File: src/rtl/c64_clk_pkg.sv
// rtl/c64_clk_pkg.sv - shared types and default constants for the C64 clock/reset generator
package c64_clk_pkg;

  // Reset/run sequencing states
  typedef enum logic [1:0] {
    WAIT_LOCK = 2'd0,
    HOLD      = 2'd1,
    RUN       = 2'd2
  } c64_state_e;

  localparam int          C64_CYC_LEN  = 32;
  localparam logic [15:0] C64_RST_HOLD = 16'd32768;
  localparam int          C64_CYC_W    = 5;

endpackage

File: src/rtl/c64_sync_bit.sv
// rtl/c64_sync_bit.sv - SYNC_STAGES-deep single-bit synchroniser with async clear
module c64_sync_bit #(
  parameter int SYNC_STAGES = 2
) (
  input  logic clk,
  input  logic rst,
  input  logic d,
  output logic q
);

  logic [SYNC_STAGES-1:0] sync_q;
  logic [SYNC_STAGES-1:0] sync_d;

  // Shift the raw input one stage deeper into the chain each clock
  always_comb begin
    sync_d = {sync_q[SYNC_STAGES-2:0], d};
  end

  // Chain register, cleared by the asynchronous reset
  always_ff @(posedge clk or posedge rst) begin
    if (rst) sync_q <= '0;
    else     sync_q <= sync_d;
  end

  assign q = sync_q[SYNC_STAGES-1];

endmodule

File: src/rtl/c64_clk_rst_gen.sv
// rtl/c64_clk_rst_gen.sv - C64 reset stretcher, bus-cycle counter and phi0 enables (optional C64_TURBO_EN)
import c64_clk_pkg::*;

module c64_clk_rst_gen #(
  parameter logic [15:0] RST_HOLD    = C64_RST_HOLD,
  parameter int          CYC_LEN     = C64_CYC_LEN,
  parameter int          SYNC_STAGES = 2
) (
  input  logic                 clk32,
  input  logic                 reset,
  input  logic                 pll_locked,
  input  logic                 reset_req,
`ifdef C64_TURBO_EN
  input  logic                 turbo,
`endif
  output logic                 sys_reset,
  output logic                 running,
  output logic [C64_CYC_W-1:0] sys_cycle,
  output logic                 phi0,
  output logic                 ce_phi0_rise,
  output logic                 ce_phi0_fall
);

  localparam logic [15:0]          HOLD_LAST = RST_HOLD - 16'd1;
  localparam logic [C64_CYC_W-1:0] N_LAST    = C64_CYC_W'(CYC_LEN - 1);
  localparam logic [C64_CYC_W-1:0] N_RISE    = C64_CYC_W'(CYC_LEN / 2 - 1);
  localparam logic [C64_CYC_W-1:0] N_HALF    = C64_CYC_W'(CYC_LEN / 2);

  logic                 locked_s;
  c64_state_e           state_q, state_d;
  logic [15:0]          hold_cnt_q, hold_cnt_d;
  logic [C64_CYC_W-1:0] sys_cycle_q, sys_cycle_d;
  logic                 sys_reset_q, sys_reset_d;
  logic                 running_q, running_d;
  logic [C64_CYC_W-1:0] cyc_last, cyc_rise, cyc_half;
  logic                 cyc_wrap;

  c64_sync_bit #(
    .SYNC_STAGES(SYNC_STAGES)
  ) u_lock_sync (
    .clk (clk32),
    .rst (reset),
    .d   (pll_locked),
    .q   (locked_s)
  );

`ifdef C64_TURBO_EN
  localparam logic [C64_CYC_W-1:0] T_LAST = C64_CYC_W'(CYC_LEN / 2 - 1);
  localparam logic [C64_CYC_W-1:0] T_RISE = C64_CYC_W'(CYC_LEN / 4 - 1);
  localparam logic [C64_CYC_W-1:0] T_HALF = C64_CYC_W'(CYC_LEN / 4);

  logic turbo_q, turbo_d;

  // Thresholds follow the latched turbo mode so a running cycle keeps its length
  always_comb begin
    cyc_last = turbo_q ? T_LAST : N_LAST;
    cyc_rise = turbo_q ? T_RISE : N_RISE;
    cyc_half = turbo_q ? T_HALF : N_HALF;
  end

  // Sample turbo only when a new bus cycle starts (RUN entry or wrap to 0)
  always_comb begin
    turbo_d = turbo_q;
    if (state_d == RUN && (state_q != RUN || cyc_wrap)) turbo_d = turbo;
  end

  // Latched turbo mode
  always_ff @(posedge clk32 or posedge reset) begin
    if (reset) turbo_q <= 1'b0;
    else       turbo_q <= turbo_d;
  end
`else
  // Fixed-length bus cycle thresholds
  always_comb begin
    cyc_last = N_LAST;
    cyc_rise = N_RISE;
    cyc_half = N_HALF;
  end
`endif

  assign cyc_wrap = (sys_cycle_q == cyc_last);

  // Next-state and hold-counter logic; lock loss always beats a reset request
  always_comb begin
    state_d    = state_q;
    hold_cnt_d = hold_cnt_q;
    case (state_q)
      WAIT_LOCK: begin
        hold_cnt_d = '0;
        if (locked_s) state_d = HOLD;
      end
      HOLD: begin
        if (!locked_s) begin
          state_d    = WAIT_LOCK;
          hold_cnt_d = '0;
        end else if (reset_req) begin
          hold_cnt_d = '0;
        end else if (hold_cnt_q == HOLD_LAST) begin
          state_d    = RUN;
          hold_cnt_d = '0;
        end else begin
          hold_cnt_d = hold_cnt_q + 16'd1;
        end
      end
      RUN: begin
        hold_cnt_d = '0;
        if (!locked_s)      state_d = WAIT_LOCK;
        else if (reset_req) state_d = HOLD;
      end
      default: begin
        state_d    = WAIT_LOCK;
        hold_cnt_d = '0;
      end
    endcase
    sys_reset_d = (state_d != RUN);
    running_d   = (state_d == RUN);
  end

  // Bus-cycle position: counts only while staying in RUN, so RUN entry shows 0
  always_comb begin
    sys_cycle_d = '0;
    if (state_q == RUN && state_d == RUN) begin
      sys_cycle_d = cyc_wrap ? '0 : sys_cycle_q + C64_CYC_W'(1);
    end
  end

  // State, counters and registered reset/run flags
  always_ff @(posedge clk32 or posedge reset) begin
    if (reset) begin
      state_q     <= WAIT_LOCK;
      hold_cnt_q  <= '0;
      sys_cycle_q <= '0;
      sys_reset_q <= 1'b1;
      running_q   <= 1'b0;
    end else begin
      state_q     <= state_d;
      hold_cnt_q  <= hold_cnt_d;
      sys_cycle_q <= sys_cycle_d;
      sys_reset_q <= sys_reset_d;
      running_q   <= running_d;
    end
  end

  assign sys_reset    = sys_reset_q;
  assign running      = running_q;
  assign sys_cycle    = sys_cycle_q;
  assign phi0         = running_q && (sys_cycle_q >= cyc_half);
  assign ce_phi0_rise = running_q && (sys_cycle_q == cyc_rise);
  assign ce_phi0_fall = running_q && cyc_wrap;

endmodule

File: config.mk
export PLATFORM = sky130hd
export DESIGN_NAME = c64_clk_rst_gen
export DESIGN_NICKNAME = d
export VERILOG_FILES = /design/src/rtl/c64_clk_pkg.sv /design/src/rtl/c64_sync_bit.sv /design/src/rtl/c64_clk_rst_gen.sv
export SDC_FILE = /design/constraint.sdc
export NUM_CORES = 1
export LEC_CHECK = 0
export CORE_MARGIN = 1.5
export CORE_UTILIZATION = 62
export DETAILED_ROUTE_END_ITERATION = 10
export DONT_BUFFER_PORTS = 1
export PLACE_DENSITY = 0.78
export SLEW_MARGIN = 5
export SYNTH_ARGS = -nofsm -noshare
export SYNTH_HDL_FRONTEND = slang
export SYNTH_HIERARCHICAL = 1
export SYNTH_SLANG_ARGS = --single-unit
File: constraint.sdc
create_clock -name clk32 -period 4.8 [get_ports clk32]
set_input_delay 0.48 -clock clk32 [delete_from_list [all_inputs] [get_ports clk32]]
set_output_delay 0.48 -clock clk32 [all_outputs]
set_load 0.01 [all_outputs]
==> results of run 1 <==
[power by group through the flow]
| stage | clock network (W) | registers (W) | logic (W) |
|---|---|---|---|
| 6_report | 0.0000939 | 0.000230 | 0.0000100 |
| 3_3_place_gp | 0 | 0.000235 | 0.00000944 |
| 3_5_place_dp | 0 | 0.000235 | 0.00000981 |
| 2_1_floorplan | 0 | 0.000234 | 0.00000851 |
| 5_1_grt | 0.000106 | 0.000231 | 0.0000118 |
| 4_1_cts | 0.0000975 | 0.000230 | 0.0000104 |
[metrics by stage]
stage	instances	hold slack [ns]	total power, W	util, %
detailed placement	144	0.227	0.000244	66.4
CTS	149	0.162	0.000338	68.2
finish	149	0.170	0.000334	68.2
global placement	144	0.224	0.000244	66.4
global route	149	0.144	0.000349	68.2
floorplan	118	0.221	0.000243	-
[placed cells by master (no fill, tap or decap), types with 2 or more instances in the layout]
master | netlist | final
a21bo_2 | 2 | 2
dfrtp_1 | 26 | 26
nand3_1 | 5 | 5
xor2_1 | 2 | 2
nor3_1 | 4 | 4
clkbuf_4 | 0 | 3
nor2_1 | 16 | 16
ha_1 | 4 | 4
nor4_1 | 3 | 3
and2_1 | 3 | 3
xnor2_1 | 14 | 14
inv_1 | 10 | 10
nand2_1 | 4 | 4
nor2_2 | 10 | 10
nand4_1 | 3 | 3
[cell type report]
cell class                      instances  area share [%]
Clock buffer                            4            1.96
Inverter                               10            2.80
Multi-Input combinational cell         80            41.4
Sequential cell                        27            50.6
Tap cell                               27            2.52
Timing Repair Buffer                    1           0.748
[sequential cells by signal, indices dropped and copies added (netlist names)]
name	flops
state_q	2
u_lock_sync/sync_q	2
sys_cycle	5
hold_cnt_q	16
sys_reset	1
running	1
[worst max-delay path, cell delays in order (launching register included)]
cell,delay [ns]
dfrtp_1,0.42
ha_1,0.22
nand3_2,0.16
or4_4,0.59
o21ai_4,0.47
nor2_1,0.12
[logic make-up (layout without fill, tap and decap cells)]
group,count (synthesis),in the layout,share of synthesized area [%]
AO/OA/AOI/OAI,6,6,4.30
buffers and inverters,11,15,3.81
AND/OR/NAND/NOR,54,54,24.1
flip-flops,27,27,52.9
XOR/XNOR,16,16,10.9
adder cells (fa/ha/maj),4,4,3.91
[metal layers]
metal / global-route usage [%] / up-vias / share of wire, %
li1: - / 392 / -
met1: 22.9 / 397 / 45
met2: 32.9 / 13 / 50
met3: 2.78 / 5 / 2.9
met4: 7.14 / 0 / 2.0
met5: 0 / - / 0
[worst max-delay path by stage]
stage                     endpoint  cells past startpoint  slack (ns)           from
detailed placement  hold_cnt_q[15]                      5        2.69  hold_cnt_q[0]
floorplan           hold_cnt_q[10]                      6        2.97  hold_cnt_q[0]
CTS                 hold_cnt_q[15]                      5        2.66  hold_cnt_q[0]
global placement     hold_cnt_q[3]                      5        2.79  hold_cnt_q[0]
finish              hold_cnt_q[15]                      5        2.69  hold_cnt_q[0]
global route         hold_cnt_q[5]                      5        2.55  hold_cnt_q[0]
[timing repair]
item                                    in CTS  in global routing
endpoints found under the hold margin        2                  0
hold buffers                                 1                  0
endpoints found under the setup margin       0                  0
resized for setup                            0                  0
==> impl_metrics.yaml, run 1 <==
cts:
  clock-sinks: 27
  postCtsSetupBuffers: 0
  clock-root-buffer: "clkbuf_4"
  clkTransAtPathRegs_ns: 0.13
  cts_max_level: 1
  clk_latency_ns: 0.32
  cts_made_buffers: 3
  cts_tree: "done"
  clock_path_buffers: 2
floorplan:
  chipWidth_um: 48.4
  die_y_um: 48.4
  io_pins: 14
  core_region_area_um2: 1960
  initial_utilization_pct: 65.2
  rows: 16
  die-area_um2: 2350
synthesis:
  synthTopCellsByCount: "26 x dfrtp_1, 16 x nor2_1, 14 x xnor2_1"
  yosysMostFrequentCell: "dfrtp_1"
  synth_nets: 126
  ys_ff_latch: 27
  ys_types: 26
  synth_top_area_share_pct: 50.8
  yosysWarnings: 6
  synth.cell_area_um2: 1280
  netlist_instances: 118
  synth_ff_type: "dfrtp_1"
  yosysTopAreaCell: "dfrtp_1"
  synth-edff-count: 0
  synth.area.top_cells: "dfrtp_1 51%, xnor2_1 9.6%, nor2_2 4.9%"
  synth.avg_cell_area_um2: 10.8
  async_flop_share_pct: 100
  ys_seq_area_share_pct: 52.9
pwr:
  cellPowerDensity_nw_per_um2: 250
  ir_drop_uv: 165
  p_sw_w: 0.0000703
  seqPwrFrac_pct: 68.9
  leakage_nw: 0.554
  power_frac_clock_pct: 28.1
  power.internal_w: 0.000264
  swShare_pct: 21.0
  comb_power_share_pct: 3.0
setup_path:
  crit_path_end_kind: "flip-flop"
  critPathKind: "reg2reg"
  start_kind: "flip-flop"
  worstRegToRegCells: 5
  worstReg2RegEnd: "hold_cnt_q[15]"
  reg2reg_from: "hold_cnt_q[0]"
  rrSetupSlack_ns: 2.69
  required_ns: 5.00
  cp_max_fo: 16
  critical_path_arrival_ns: 2.31
finish:
  syn2layout_area_growth_pct: 4.59
  multi_input_area_um2: 554
  final_layout_size_suffix_gt1_share_pct: 18.0
  num-nets-final: 131
  antenna_cells: 0
  nFillCells: 158
  ff_latch_area_um2: 677
  design_area_um2: 1340
placement:
  dp_hpwl_um: 1360
  dpl_cell_area_um2: 1300
  port_buffers: 0
  place_congestion: 0.785
  pre_cts_ws_ns: 2.69
global_routing:
  grt_pass1_vias: 797
  grt_max_degree: 26
  grt_remaining_overflow: 0
  antenna_found_initial: 0
  grt_usage_pct: 18.5
  grt_pass1_wl_um: 3340
sta:
  setup_tns_ns: 0
  setup_viol: 0
  rsz0062_at_grt: "false"
  fin_crit_sh_pct: 44.0
  slew_viol_final: 0
  finClkSkew_ns: 0.00248
  setup_ws_ns: 2.69
  fin_crit_ns: 2.11
  worst_pin_slew_ns: 0.914
  hold_viol: 0
  slew_headroom_pct: 39.0
  clock.fmax_mhz: 474
job:
  maxCapViolations: 0
min_path:
  hold_path_class: "in2reg"
  min_path_cells: 0
  hold_end: "u_lock_sync/sync_q[0]"
  min-delay-start: "pll_locked"
detailed_routing:
  wl_per_cell_um: 12.4
  first_iter_violations: 15
  vias: 807
  antenna_left: 0
  post_drt_via_cell_ratio: 5.42
  drc: 0
  drtPass1Iterations: 2
  wirelength_um: 1840
run_status:
  status: "completed"
Power figures use the tool's default switching activity.
==> run 2: changes to the inputs <==
CORE_UTILIZATION = 55   (was 62)
PLACE_DENSITY = 0.73   (was 0.78)
clock period = 1.9 ns   (was 4.8 ns; I/O delays follow)
==> run 2 against run 1 <==
Compared with the run above: routed wire length up 11%; maximum frequency grew 17%; critical path depth rose by 1; die area up 12%.
==> impl_metrics.yaml, run 2 (synthesis gave the netlist of run 1 again) <==
sta:
  fin_crit_ns: 1.80
  hold_viol: 0
  clock.fmax_mhz: 556
  worst_pin_slew_ns: 0.547
  slew_headroom_pct: 63.5
  setup_viol: 0
  slew_viol_final: 0
  finClkSkew_ns: 0.00867
  fin_crit_sh_pct: 94.6
finish:
  nFillCells: 186
  antenna_cells: 0
  multi_input_area_um2: 557
  final_cell_mix: "26 x dfrtp_1, 15 x nor2_1, 14 x xnor2_1"
  fin_cells: 156
  top_register: "hold_cnt_q"
  largest_reg_flops: 16
  syn2layout_area_growth_pct: 9.68
  final_layout_size_suffix_gt1_share_pct: 22.7
  ff_latch_area_um2: 677
  num-nets-final: 137
  final_common_cell: "dfrtp_1"
cts:
  clock-root-buffer: "clkbuf_4"
  postCtsSetupBuffers: 0
  cts_made_buffers: 3
  cts_max_level: 1
  clk_latency_ns: 0.32
  clkTransAtPathRegs_ns: 0.13
  clock_path_buffers: 2
  clock-sinks: 27
  cts_tree: "done"
job:
  maxCapViolations: 0
global_routing:
  grt_max_degree: 26
  grt_usage_pct: 18.2
  grt_remaining_overflow: 0
  antenna_found_initial: 0
  grt_pass1_wl_um: 3460
  grt_pass1_vias: 832
floorplan:
  die-area_um2: 2630
  initial_utilization_pct: 57.9
  rows: 17
  io_pins: 14
  die_y_um: 51.2
  chipWidth_um: 51.2
  core_region_area_um2: 2210
pwr:
  ir_drop_uv: 403
  cellPowerDensity_nw_per_um2: 609
  power_frac_clock_pct: 28.1
  seqPwrFrac_pct: 68.1
  p_sw_w: 0.000186
  p_total_w: 0.000855
  power.internal_w: 0.000669
  leakage_nw: 0.588
  swShare_pct: 21.8
  comb_power_share_pct: 3.8
setup_path:
  crit_path_end_kind: "flip-flop"
  cp_max_fo: 16
  start_kind: "flip-flop"
  critical_path_arrival_ns: 2.02
  critPathKind: "reg2reg"
  required_ns: 2.12
detailed_routing:
  first_iter_violations: 4
  wirelength_um: 2040
  drc: 0
  antenna_left: 0
  post_drt_via_cell_ratio: 5.27
  drtPass1Iterations: 4
  vias: 822
  wl_per_cell_um: 13.1
placement:
  dp_cells: 150
  place_congestion: 0.714
  dp_hpwl_um: 1500
  port_buffers: 0
run_status:
  status: "completed"
min_path:
  hold_path_class: "in2reg"
==> run 2: area by class of cell <==
cell class / count / area share, %
inverter: 10 / 2.67
tap: 28 / 2.50
clock buffer: 3 / 1.60
sequential: 27 / 48.2
timing repair buffer: 7 / 4.99
clock inverter: 1 / 0.357
multi-input combinational: 80 / 39.7
==> run 2: what timing repair did <==
action	CTS	global route
gates resized for setup	0	1
endpoints found under the setup margin	0	2
endpoints found under the hold margin	27	0
hold buffers	2	0
==> run 2: through the flow <==
stage	utilization, %	area (um^2)	hold slack [ns]	worst slack [ns]	setup TNS [ns]
finish	63.5	1400	0.0519	0.102	0
global route	63.5	1400	0.0305	-0.0000593	-0.0000593
CTS	63.3	1400	0.0357	0.0503	0
detailed placement	61.2	1350	-0.0612	0.0707	0
global placement	61.2	1350	-0.0646	0.179	0
floorplan	-	1280	-0.0688	0.0671	0
==> run 2: final timing paths <==
check,start,to,slack [ns],cells past startpoint
setup / recovery,hold_cnt_q[0],hold_cnt_q[2],0.10,6
hold / removal,reset_req,state_q[0],0.05,2
setup reg to reg,hold_cnt_q[0],hold_cnt_q[2],0.10,6
hold reg to reg,u_lock_sync/sync_q[0],u_lock_sync/sync_q[1],0.37,0
max in group asynchronous,reset,sys_reset,1.25,3
min in group asynchronous,reset,u_lock_sync/sync_q[1],0.17,2
==> run 2: power groups by stage <==
stage | sequential [W] | clock (W) | combinational (W)
6_report | 0.000582 | 0.000241 | 0.0000328
5_1_grt | 0.000583 | 0.000276 | 0.0000385
4_1_cts | 0.000582 | 0.000254 | 0.0000344
3_5_place_dp | 0.000593 | 0 | 0.0000308
3_3_place_gp | 0.000593 | 0 | 0.0000298
2_1_floorplan | 0.000592 | 0 | 0.0000215
==> run 2: per-layer routing <==
| metal | global-route usage (%) | vias up | share of wire [%] |
|---|---|---|---|
| li1 | - | 405 | - |
| met1 | 20.7 | 407 | 42 |
| met2 | 32.9 | 8 | 55 |
| met3 | 2.63 | 2 | 2.0 |
| met4 | 9.21 | 0 | 0.69 |
| met5 | 0 | - | 0 |
==> run 2: worst max-delay path, stage by stage (launching register included) <==
cell and delay, ns:
dfrtp_1 0.43, ha_1 0.23, nand3_2 0.09, or4_4 0.57, o21ai_4 0.16, buf_12 0.17
nor2_1 0.06
